--- config.mk ---
export PLATFORM = sky130hd
export DESIGN_NAME = xgmii_to_axis_flat
export DESIGN_NICKNAME = d
export VERILOG_FILES = /design/src/rtl/xgmii_to_axis_if.sv /design/src/rtl/xgmii_to_axis.sv /design/src/flat_wrapper.sv
export SDC_FILE = /design/constraint.sdc
export NUM_CORES = 1
export LEC_CHECK = 0
export CAP_MARGIN = 5
export CELL_PAD_IN_SITES_DETAIL_PLACEMENT = 0
export CELL_PAD_IN_SITES_GLOBAL_PLACEMENT = 2
export CORE_ASPECT_RATIO = 1.5
export CORE_MARGIN = 2
export CORE_UTILIZATION = 31
export DETAILED_ROUTE_END_ITERATION = 6
export PLACE_DENSITY = 0.72
export SLEW_MARGIN = 20
export SYNTH_ARGS = -nofsm -noshare
export SYNTH_HDL_FRONTEND = slang
export SYNTH_SLANG_ARGS = --single-unit
--- constraint.sdc ---
create_clock -name clock -period 3.03 [get_ports clock]
set_input_delay 0.606 -clock clock [delete_from_list [all_inputs] [get_ports clock]]
set_output_delay 0.606 -clock clock [all_outputs]
set_load 0.01 [all_outputs]
--- src/rtl/xgmii_to_axis_if.sv ---
// AXI-Stream beat bus carrying decoded XGMII receive frames toward the MAC.
interface xgmii_to_axis_if;
   logic [63:0] tdata;
   logic        tvalid;
   logic [7:0]  tkeep;
   logic        tlast;
   logic        tuser;

   modport master (output tdata, tvalid, tkeep, tlast, tuser);
   modport slave  (input  tdata, tvalid, tkeep, tlast, tuser);
endinterface

--- src/rtl/xgmii_to_axis.sv ---
// 64-bit XGMII receive decoder: strips Start, realigns frame bytes into AXI-Stream beats.
// Define XGMII_LANE4_START_EN to also accept a Start character in lane 4.
module xgmii_to_axis #(
   parameter bit CHECK_PREAMBLE = 1'b0
) (
   input  logic            clock,
   input  logic            aresetn,
   input  logic [63:0]     xgmii_d,
   input  logic [7:0]      xgmii_c,
   xgmii_to_axis_if.master maxis
);
   localparam logic [7:0]  START    = 8'hFB;
   localparam logic [7:0]  TERM     = 8'hFD;
   localparam logic [55:0] PREAMBLE = 56'hD5_55_55_55_55_55_55;

   typedef enum logic [1:0] {IDLE, DATA, TAIL} state_t;
   state_t state, state_nxt;

   logic [63:0] cur_d, prev_d;
   logic [7:0]  cur_c, prev_c;
   logic [2:0]  shift, shift_nxt;
   logic        first, first_nxt;
   logic        pre_err, pre_err_nxt;
   logic [7:0]  tail_keep, tail_keep_nxt;
   logic        tail_user, tail_user_nxt;
   logic [63:0] tdata_nxt;
   logic [7:0]  tkeep_nxt;
   logic        tvalid_nxt, tlast_nxt, tuser_nxt;

   logic [63:0] beat_d;
   logic [6:0]  beat_c;
   logic        start0, start4;
   logic [2:0]  start_shift;
   logic [3:0]  data_end, start_end, last_count;
   logic [2:0]  data_t;
   logic        pre_bad, pre_flag, data_bad, start_bad;

   function automatic logic [3:0] first_ctrl(input logic [7:0] c);
      first_ctrl = 4'b1000;
      for (int i = 7; i >= 0; i--)
         if (c[i]) first_ctrl = 4'(i);
   endfunction

   function automatic logic [7:0] keep_of(input logic [3:0] n);
      return 8'((9'h1 << n) - 9'h1);
   endfunction

   function automatic logic [63:0] byte_mask(input logic [7:0] k);
      for (int i = 0; i < 8; i++)
         byte_mask[8*i +: 8] = {8{k[i]}};
   endfunction

   // shift is the lane right after Start; a beat is always the word pair realigned by it.
   assign beat_d = 64'({cur_d, prev_d} >> {shift, 3'b000});
   assign beat_c = 7'({cur_c, prev_c} >> shift);

   assign start0 = cur_c[0] && (cur_d[7:0] == START);
`ifdef XGMII_LANE4_START_EN
   assign start4 = !start0 && cur_c[4] && (cur_d[39:32] == START);
`else
   assign start4 = 1'b0;
`endif
   assign start_shift = start4 ? 3'd5 : 3'd1;

   assign data_end   = first_ctrl(cur_c);
   assign data_t     = data_end[2:0];
   assign data_bad   = cur_d[{data_t, 3'b000} +: 8] != TERM;
   assign start_end  = first_ctrl(cur_c & ~keep_of({1'b0, start_shift}));
   assign start_bad  = cur_d[{start_end[2:0], 3'b000} +: 8] != TERM;
   assign last_count = 4'd8 - {1'b0, shift} + {1'b0, data_t};
   assign pre_bad    = CHECK_PREAMBLE && ((beat_d[55:0] != PREAMBLE) || (beat_c != 7'd0));
   assign pre_flag   = first ? pre_bad : pre_err;

   // A beat is only released once the following word proves whether it is the last,
   // so a terminator can never find an already-sent beat lacking its tlast.
   always_comb begin
      state_nxt     = state;
      shift_nxt     = shift;
      first_nxt     = 1'b0;
      pre_err_nxt   = pre_err;
      tail_keep_nxt = tail_keep;
      tail_user_nxt = tail_user;
      tdata_nxt     = '0;
      tkeep_nxt     = '0;
      tvalid_nxt    = 1'b0;
      tlast_nxt     = 1'b0;
      tuser_nxt     = 1'b0;
      case (state)
         DATA: begin
            tvalid_nxt = 1'b1;
            tkeep_nxt  = 8'hFF;
            if (data_end[3]) begin
               pre_err_nxt = pre_flag;
            end else if (data_t <= shift) begin
               tkeep_nxt = keep_of(last_count);
               tlast_nxt = 1'b1;
               tuser_nxt = data_bad | pre_flag;
               state_nxt = IDLE;
            end else begin
               tail_keep_nxt = keep_of({1'b0, 3'(data_t - shift)});
               tail_user_nxt = data_bad | pre_flag;
               state_nxt     = TAIL;
            end
            tdata_nxt = beat_d & byte_mask(tkeep_nxt);
         end
         default: begin
            if (state == TAIL) begin
               tvalid_nxt = 1'b1;
               tlast_nxt  = 1'b1;
               tkeep_nxt  = tail_keep;
               tuser_nxt  = tail_user;
               tdata_nxt  = beat_d & byte_mask(tail_keep);
            end
            state_nxt = IDLE;
            // A frame ending inside its Start word is shorter than the preamble.
            if (start0 || start4) begin
               shift_nxt = start_shift;
               if (start_end[3]) begin
                  state_nxt = DATA;
                  first_nxt = 1'b1;
               end else if (start_end[2:0] > start_shift) begin
                  tail_keep_nxt = keep_of({1'b0, 3'(start_end[2:0] - start_shift)});
                  tail_user_nxt = start_bad | CHECK_PREAMBLE;
                  state_nxt     = TAIL;
               end
            end
         end
      endcase
   end

   always_ff @(posedge clock or negedge aresetn) begin
      if (!aresetn) begin
         state        <= IDLE;
         cur_d        <= '0;
         cur_c        <= '0;
         prev_d       <= '0;
         prev_c       <= '0;
         shift        <= 3'd1;
         first        <= 1'b0;
         pre_err      <= 1'b0;
         tail_keep    <= '0;
         tail_user    <= 1'b0;
         maxis.tdata  <= '0;
         maxis.tkeep  <= '0;
         maxis.tvalid <= 1'b0;
         maxis.tlast  <= 1'b0;
         maxis.tuser  <= 1'b0;
      end else begin
         state        <= state_nxt;
         cur_d        <= xgmii_d;
         cur_c        <= xgmii_c;
         prev_d       <= cur_d;
         prev_c       <= cur_c;
         shift        <= shift_nxt;
         first        <= first_nxt;
         pre_err      <= pre_err_nxt;
         tail_keep    <= tail_keep_nxt;
         tail_user    <= tail_user_nxt;
         maxis.tdata  <= tdata_nxt;
         maxis.tkeep  <= tkeep_nxt;
         maxis.tvalid <= tvalid_nxt;
         maxis.tlast  <= tlast_nxt;
         maxis.tuser  <= tuser_nxt;
      end
   end
endmodule

--- src/flat_wrapper.sv ---
// flat-port wrapper written by rule: the top's interface ports become plain ports
module xgmii_to_axis_flat 
#(
   parameter bit CHECK_PREAMBLE = 1'b0
)
  (clock, aresetn, xgmii_d, xgmii_c, maxis_tdata, maxis_tvalid, maxis_tkeep, maxis_tlast, maxis_tuser);
  xgmii_to_axis_if maxis_i ();
  input  logic clock;
  input  logic aresetn;
  input  logic [63:0] xgmii_d;
  input  logic [7:0] xgmii_c;
  output wire logic [$bits(maxis_i.tdata)-1:0] maxis_tdata;
  output wire logic [$bits(maxis_i.tvalid)-1:0] maxis_tvalid;
  output wire logic [$bits(maxis_i.tkeep)-1:0] maxis_tkeep;
  output wire logic [$bits(maxis_i.tlast)-1:0] maxis_tlast;
  output wire logic [$bits(maxis_i.tuser)-1:0] maxis_tuser;
  assign maxis_tdata = maxis_i.tdata;
  assign maxis_tvalid = maxis_i.tvalid;
  assign maxis_tkeep = maxis_i.tkeep;
  assign maxis_tlast = maxis_i.tlast;
  assign maxis_tuser = maxis_i.tuser;
  xgmii_to_axis #(.CHECK_PREAMBLE(CHECK_PREAMBLE)) u_core (.clock(clock), .aresetn(aresetn), .xgmii_d(xgmii_d), .xgmii_c(xgmii_c), .maxis(maxis_i));
endmodule
[Word level (Yosys, flattened, before mapping)]
Cells that the tools add are included.
Word-level totals
  bits in registers: 224
  word-level logic and storage cells: 88
  input bits: 74
Operators by class
  bitwise gates (word level): 3
  $lt $le $gt $ge: 2
  multiplexer cells: 46
  reductions and logical operators: 5
  $add $sub $neg: 6
  equality and inequality tests: 8
  shift operators: 5
Operators by type and width (count)
  $and A64 B64 Y64: 2
  $mux W64: 2
  $shiftx A64 B7 Y8: 2
  $mux W8: 11
  $mux W4: 8
  $sub A8 B1 Y8 const B: 3
  $mux W1: 19
  $ne A8 B8 Y1 const B: 2
  $shl A1 B3 Y8 const A: 2
  $mux W2: 6
  $eq A8 B8 Y1 const B: 1
  $shl A1 B4 Y8 const A: 1
  $ne A2 B2 Y1 const B: 3
  $sub A3 B1 Y3 const B: 2
  $reduce_and A5 Y1: 1
  $add A3 B3 Y4 const A: 1
  $reduce_bool A2 Y1: 2
  $gt A3 B1 Y1 const B: 1
  $le A3 B1 Y1 const B: 1
  $eq A2 B1 Y1 const B: 1
  $eq A2 B2 Y1 const B: 1
  $reduce_and A2 Y1: 1
  $logic_and A1 B1 Y1: 1
  $or A1 B1 Y1: 1

[Longest topological paths before layout]
  word-level depth: 16
  gate-level depth with buffers: 14
  mapped depth without buffers: 14

[Worst setup path after synthesis]
Ideal clock, no wire load.
  path kind: register to register
  start: register u_core.cur_c[4]
  end: register u_core.tail_keep[4]
  slack: 0.178 ns
  library setup time: 0.125 ns
  stages on the path, launching flop included: 13
  data arrival time: 2.727 ns
  data required time: 2.905 ns
  path through: dfrtp_1 o31ai_1 nand2b_1 ha_1 nor2b_1 a221oi_4 and2_4 nand2_2 ha_1 and2_1 a21oi_1 o22ai_1 mux2_2
On the way
  cells in the longest elaborated chain, start to end: 11
  elaborated cells on any way between the ends: 24
RTL lines
  start, declared: RTL line xgmii_to_axis.sv:20  | logic [7:0] cur_c, prev_c;
  start signal, assigned: RTL line xgmii_to_axis.sv:151  | cur_c <= xgmii_c;
  $mux W4 * (4 in series): RTL line xgmii_to_axis.sv:41  | if (c[i]) first_ctrl = 4'(i);
  $sub A3 B1 Y3 / $mux W4 (equally long branches): RTL line xgmii_to_axis.sv:122, xgmii_to_axis.sv:41
  $shl A1 B3 Y8 / $sub A3 B1 Y3 (equally long branches): RTL line xgmii_to_axis.sv:45, xgmii_to_axis.sv:100
  $sub A8 B1 Y8 / $shl A1 B3 Y8 (equally long branches): RTL line xgmii_to_axis.sv:45  | return 8'((9'h1 << n) - 9'h1);
  $mux W8 / $sub A8 B1 Y8 (equally long branches): RTL line xgmii_to_axis.sv:121, xgmii_to_axis.sv:45
  $mux W8 (on tied branches): RTL line xgmii_to_axis.sv:118, xgmii_to_axis.sv:94
  $mux W8 (on tied branches): RTL line xgmii_to_axis.sv:116, xgmii_to_axis.sv:92
  $mux W8: RTL line xgmii_to_axis.sv:88  | case (state)
  end signal, assigned: RTL line xgmii_to_axis.sv:157  | tail_keep <= tail_keep_nxt;
  end, declared: RTL line xgmii_to_axis.sv:24  | logic [7:0] tail_keep, tail_keep_nxt;
Mark *: on every way between the ends. The rest lies on a longest branch, timed or not. The select of a mux whose other input is x is not followed.
A chain may end at the register's enable or synchronous reset.

[Worst setup path in the final report]
  start: register u_core.cur_c[5]
  end: register u_core.tail_keep[4]
On the way
  cells in the longest elaborated chain, start to end: 12
  elaborated cells on any way between the ends: 25
RTL lines (RTL line)
  $mux W4 * (5 in series): xgmii_to_axis.sv:41
  $sub A3 B1 Y3 / $mux W4 (equally long branches): xgmii_to_axis.sv:122, xgmii_to_axis.sv:41
  $shl A1 B3 Y8 / $sub A3 B1 Y3 (equally long branches): xgmii_to_axis.sv:45, xgmii_to_axis.sv:100
  $sub A8 B1 Y8 / $shl A1 B3 Y8 (equally long branches): xgmii_to_axis.sv:45
  $mux W8 / $sub A8 B1 Y8 (equally long branches): xgmii_to_axis.sv:121, xgmii_to_axis.sv:45
  $mux W8 (on tied branches): xgmii_to_axis.sv:118, xgmii_to_axis.sv:94
  $mux W8 (on tied branches): xgmii_to_axis.sv:116, xgmii_to_axis.sv:92
  $mux W8: xgmii_to_axis.sv:88
Marked as above.

==> impl_results.md <==
- Post-CTS clock slew at the launch and capture registers of the worst setup and hold paths: 0.06 ns
- Worst-case vdd ir drop: 0.000354 V
- Type of origin of the critical path: register
- Post-Synthesis Mean Instance Area: 15.8 µm²
- Maximum number of buffers from clock root to sink: 3
- Endpoints failing hold: 0
- TritonRoute pass-1 iters: 4
- Fraction of layout cells with a size suffix above 1: 0.110
- Critical R2R Capture: u_core.tail_keep[4]$_DFFE_PN0P_
- Required time worst endpoint: 3.46 ns
- Vias per std cell: 4.25
- Number of max-cap violations: 0
- Synth unique cells: 51
- Cell Area, Placed: 8720 µm²
- Reg2reg setup slack: 0.23 ns
- CTS Root Cell: sky130_fd_sc_hd__clkbuf_16
- Top-Level Pins: 149
- Element type at the critical path end: register
- Cells along the critical path: o31ai_2 -> nand2b_1 -> ha_1 -> nor2b_1 -> a221oi_4 -> and2_4 -> nand2_2 -> ha_1 -> buf_4 -> nor2_1 -> a21oi_1 -> o22ai_1 -> mux2_2
- Hold slack final: 0.151 ns
- HPWL after detailed placement: 10.0 mm
- Die X: 125 µm
- Final Skew: 0.0130 ns
- Fraction of the cycle the final worst path needs: 0.923
- Gpl congestion: 0.728
- Cell count after synthesis: 430
- Remaining Overflow, GRT: 0
- Top cell type by total area after synthesis: sky130_fd_sc_hd__dfrtp_1
- Result of the run: complete, no violations
- Worst path arrival time: 3.23 ns
- Number of antenna violations at the first check in global routing: 0
- Number of synthesized register bits: 216
- Startpoint of the worst-slack reg-to-reg timing path: u_core.cur_c[5]$_DFF_PN0_
- DRC violation count after routing: 0
- Highest net fanout along the worst path: 5
- Class of the most critical hold timing path: input pin to async pin
- Area share of the largest cell type after synthesis: 0.793
- CTS sink count: 216
- Highest-delay cell along the critical path: sky130_fd_sc_hd__dfrtp_1
- Number of synthesized flops with an enable pin: 0
- Total routing resource utilization after global routing: 0.121
- Number of global-route vias before repair: 4,240
- Setup total negative slack: 0 ns
- Total of warnings raised by yosys: 0
- Worst setup path endpoint: u_core.tail_keep[4]$_DFFE_PN0P_
- CP peak stage delay: 0.44 ns
- First-iteration detailed-routing DRC count: 170
- Worst setup path start: u_core.cur_c[5]$_DFF_PN0_
- Ranking of synthesized cells by area: sky130_fd_sc_hd__dfrtp_1, sky130_fd_sc_hd__nor2b_1, sky130_fd_sc_hd__and2_1
- Cell depth of the worst setup path: 13
- TritonCTS Buffers: 21
- Antenna violation net count after detailed routing: 0
- Pwr/cell area: 640 nW/µm²
- Starting density of the core: 0.315
- Pins over their slew limit: 0
- Final standard cell area without fillers: 9520 µm²
- Type of the setup path with the least slack: register to register
- Critical Path Most Common Cell: sky130_fd_sc_hd__ha_1
- H-tree depth: 1
- Number of cell instances on the worst register-to-register path: 13
- Most frequently used cell type in the post-synthesis netlist: sky130_fd_sc_hd__dfrtp_1
- Final WL: 13.9 mm
- Diode insertion count for antenna repair: 0
- Relative max-transition margin: 0.438
- Leakage power: 4.23 nW
- Maximum number of pins on one net before global-route repair: 86
- Count of buffer and inverter cells on the critical path: 1
- Wire length of the first global-routing pass: 22.2 mm
- Worst skew pair latency: 0.49 ns
- Total standard cell area after synthesis: 6810 µm²
- Total Die Area: 23,200 µm²
- Clock tree from TritonCTS: yes
- Total power consumption of the routed design: 6.09 mW
- Vert. Die Dim: 186 µm
- Nets: 693
- Highest Clock Rate: 358 MHz
- Finish-stage setup viols: 0
- Most common flop cell mapped by yosys: sky130_fd_sc_hd__dfrtp_1
- Core area: 21,600 µm²
- Share of flip-flops with an asynchronous set or reset: 1.00
- Hold_buf cts: 0
- Standard-cell rows: 66
- Layout Area Growth over Synthesis: 39.7%
- Clock period minus final worst setup slack: 2.80 ns
- Routed WL per cell: 15.5 µm
- Fraction of the yosys area taken by sequential cells: 0.793
- Category of cells accounting for the largest share of critical-path delay: compound AO/OA/AOI/OAI gates
- Top cell types by occurrence after synthesis: sky130_fd_sc_hd__dfrtp_1, sky130_fd_sc_hd__nor2b_1, sky130_fd_sc_hd__and2_1
- Routed via count: 3,817
- Worst slew pin tran: 0.843 ns
- Buffers added on ports: 148
## power by group
part           total [mW]  internal [mW]  switching, mW
sequential           3.02           2.98         0.0429
clock                2.80           1.75           1.05
combinational       0.270          0.147          0.123
## routing by layer
| layer | wire length [µm] | part of all wire | up-vias | track usage |
|---|---|---|---|---|
| met4 | 288 | 0.021 | 0 | 0.0440 |
| met1 | 4980 | 0.36 | 1912 | 0.131 |
| li1 | - | - | 1788 | - |
| met2 | 7960 | 0.57 | 100 | 0.235 |
| met3 | 666 | 0.048 | 17 | 0.0218 |
| met5 | 0 | 0 | - | 0 |
## layout make-up
cell class / count / area (µm²)
Timing Repair Buffer: 162 / 1620
Multi-Input combinational cell: 198 / 1360
Sequential cell: 216 / 5410
Clock inverter: 11 / 188
Inverter: 13 / 48.8
Fill cell: 1962 / 12100
Clock buffer: 26 / 564
Tap cell: 272 / 340
## how the worst min path moves through the flow
stage,from,endpoint,slack (ns),cells past startpoint
after CTS,aresetn,u_core.cur_d[17]$_DFF_PN0_,0.17,1
after floorplan,aresetn,u_core.cur_c[0]$_DFF_PN0_,0.31,0
final,aresetn,u_core.cur_d[17]$_DFF_PN0_,0.15,1
after global routing,aresetn,u_core.cur_d[17]$_DFF_PN0_,0.19,1
after detailed placement,u_core.cur_d[57]$_DFF_PN0_,u_core.prev_d[57]$_DFF_PN0_,0.36,0
after global placement,u_core.cur_d[41]$_DFF_PN0_,u_core.prev_d[41]$_DFF_PN0_,0.35,0
## logic make-up after synthesis
logic type | Yosys count | synth area share
DFF | 216 | 0.793
and+or+nand+nor | 142 | 0.133
AOI/OAI and AO/OA | 42 | 0.0421
buffers and inverters | 17 | 0.0108
adders and majority gates | 7 | 0.0129
muxes | 4 | 0.00624
other | 1 | 0.000550
xor gates and xnor gates | 1 | 0.00129
## layout by cell type (no fill, tap or decap), types with 3 or more instances in the layout
master / Yosys / routed
sky130_fd_sc_hd__bufinv_16: 0 / 5
sky130_fd_sc_hd__nor2b_1: 52 / 52
sky130_fd_sc_hd__inv_1: 13 / 13
sky130_fd_sc_hd__clkinv_2: 0 / 4
sky130_fd_sc_hd__nand2b_1: 4 / 4
sky130_fd_sc_hd__nand4_1: 7 / 7
sky130_fd_sc_hd__and2_1: 18 / 18
sky130_fd_sc_hd__nand2_1: 15 / 14
sky130_fd_sc_hd__dfrtp_1: 216 / 216
sky130_fd_sc_hd__nand4b_1: 7 / 7
sky130_fd_sc_hd__nor2_1: 14 / 13
sky130_fd_sc_hd__ha_1: 7 / 7
sky130_fd_sc_hd__clkbuf_16: 0 / 21
sky130_fd_sc_hd__a21oi_1: 15 / 13
sky130_fd_sc_hd__clkbuf_1: 0 / 3
sky130_fd_sc_hd__clkbuf_8: 0 / 3
sky130_fd_sc_hd__nor3_2: 3 / 3
sky130_fd_sc_hd__buf_4: 0 / 12
sky130_fd_sc_hd__o21ai_1: 5 / 5
sky130_fd_sc_hd__o21ai_0: 3 / 3
sky130_fd_sc_hd__nor3_1: 4 / 4
sky130_fd_sc_hd__clkdlybuf4s50_1: 0 / 147
## repair_timing
item                                    in CTS  in global routing
resized for setup                            0                  5
endpoints found under the setup margin       0                  2
buffers inserted                             0                  4
## metrics by stage
| stage | setup WS, ns | utilization | std cells |
|---|---|---|---|
| 2_1_floorplan | 0.178 | - | 431 |
| 3_3_place_gp | 0.201 | 0.403 | 857 |
| 3_5_place_dp | 0.0953 | 0.403 | 857 |
| 4_1_cts | 0.0752 | 0.438 | 894 |
| 5_1_grt | -0.0429 | 0.440 | 898 |
| 6_report | 0.234 | 0.440 | 898 |
## registers in the layout (all words and copies together), names as in the netlist, 2 cells and up
signal	cells
u_core.prev_d	56
u_core.cur_c	8
u_core.cur_d	64
u_core.state	2
u_core.tail_keep	8
u_core.maxis.tdata	64
u_core.maxis.tkeep	8
Power figures use the tool's default switching activity.
==> RTL edit, RTL diff (same settings) <==
Re-encode `state_t` (3 states) as one-hot, 3 bits wide.
--- a/src/rtl/xgmii_to_axis.sv
+++ b/src/rtl/xgmii_to_axis.sv
@@ -15,3 +15,3 @@
 
-   typedef enum logic [1:0] {IDLE, DATA, TAIL} state_t;
+   typedef enum logic [2:0] {IDLE = 3'b001, DATA = 3'b010, TAIL = 3'b100} state_t;
    state_t state, state_nxt;
Behaviour: no difference found for any inputs over 4 cycles, from zero or initial values and one cycle with aresetn low; so few cycles prove little.
==> RTL edit against the unedited design <==
Clock power decreased by 3%. Global-route usage increased by 0.12 points. Design area about the same. Cell count increased by 1.9%. Wire length increased by 2.3%. Utilization decreased by 0.18 points. Non-clock buffer count unchanged. Clock skew decreased by 0.0024 ns. Worst setup slack got worse by 0.058 ns. Total power decreased by 1.1%. First-iteration DRC count increased by 21%. Sequential cell count increased by 1. Synthesized area increased by 0.73%. Sequential share of layout area increased by 0.29 points. Critical path type unchanged.
==> RTL edit: results <==
INSERT INTO impl_metrics (metric_group, metric, value, unit) VALUES
('run_status', 'status', 'finished, final reports clean', ''),
('grt', 'grt.met3_usage', '2.15', '%'),
('yosys', 'netlist_top_cells_area', 'dfrtp_1 (79%), and2_1 (5.8%), nor2_1 (1.7%)', ''),
('power_and_ir_drop', 'p_clk_share', '45.3', '%'),
('grt', 'grt_use_met2', '24.3', '%'),
('detailed_routing', 'drt-vias-per-instance', '4.35', ''),
('grt', 'track_usage', '12.3', '%'),
('power_and_ir_drop', 'cellLeakagePower', '0.00419', 'uW'),
('detailed_routing', 'routed_wl', '14.2', 'mm'),
('timing', 'final.min_clock_period', '2.85', 'ns'),
('timing', 'finClkSkew', '0.0106', 'ns'),
('detailed_routing', 'routed_wire_length_per_instance', '15.5', 'um'),
('yosys', 'synth.yosys.seq_area_share', '79.1', '%'),
('setup_path', 'timing.rr.start', 'u_core.cur_c[6]', ''),
('placement', 'global_placer_s_final_weighted_congestion', '0.782', ''),
('layout', 'post_layout_net_count', '706', ''),
('setup_path', 'critical-path-slowest-cell', 'or3_1', ''),
('placement', 'place_ws', '0.0736', 'ns'),
('setup_path', 'reg2reg_setup_slack', '0.18', 'ns'),
('cts', 'cts-buffers-inserted', '22', '');
==> RTL edit: cell types whose count changed after synthesis, moves of 3 or more <==
cell / before / now
nor3_2: 3 / 0
o21ai_0: 3 / 7
buf_6: 1 / 4
nor2b_1: 52 / 2
o21ai_1: 5 / 0
and2_1: 18 / 64
nor3_1: 4 / 7
o31ai_1: 3 / 0
inv_1: 13 / 9
nand4_1: 7 / 10
a21oi_1: 15 / 18
or3_1: 0 / 3
o21bai_1: 0 / 3
nor2_1: 14 / 31
==> RTL edit: final cells by class <==
cell class	instances	share of cell area [%]
flip-flops and latches	217	57.1
repair buffers	162	17.0
multi-input cells	215	14.0
clock buffers	30	6.94
well taps	272	3.58
clock inverters	10	1.04
inverters	9	0.355
==> RTL edit: worst max-delay path by stage <==
stage,from,end,depth (start not counted)
CTS,u_core.cur_c[6],u_core.tail_keep[4],14
global placement,u_core.cur_c[6],u_core.tail_keep[4],14
finish,u_core.cur_c[6],u_core.tail_keep[4],13
detailed placement,u_core.cur_c[6],u_core.tail_keep[4],14
floorplan,u_core.cur_c[3],u_core.tail_keep[4],15
global route,u_core.cur_c[6],u_core.tail_keep[4],13
==> RTL edit: kinds of logic after synthesis <==
| kind of cell | after synthesis | synth area share, % |
|---|---|---|
| xor gates and xnor gates | 1 | 0.128 |
| other | 1 | 0.0546 |
| adders and majority gates | 5 | 0.912 |
| muxes | 5 | 0.766 |
| AOI/OAI and AO/OA | 46 | 4.48 |
| DFF | 217 | 79.1 |
| and+or+nand+nor | 156 | 12.9 |
| buffers and inverters | 18 | 1.60 |
==> RTL edit: worst max-delay path, delay by kind of cell (launching register included) <==
kind,cells,cell delay (ns)
flops,1,0.38
simple gates,6,0.97
compound gates,5,0.92
fa+ha+maj,2,0.46
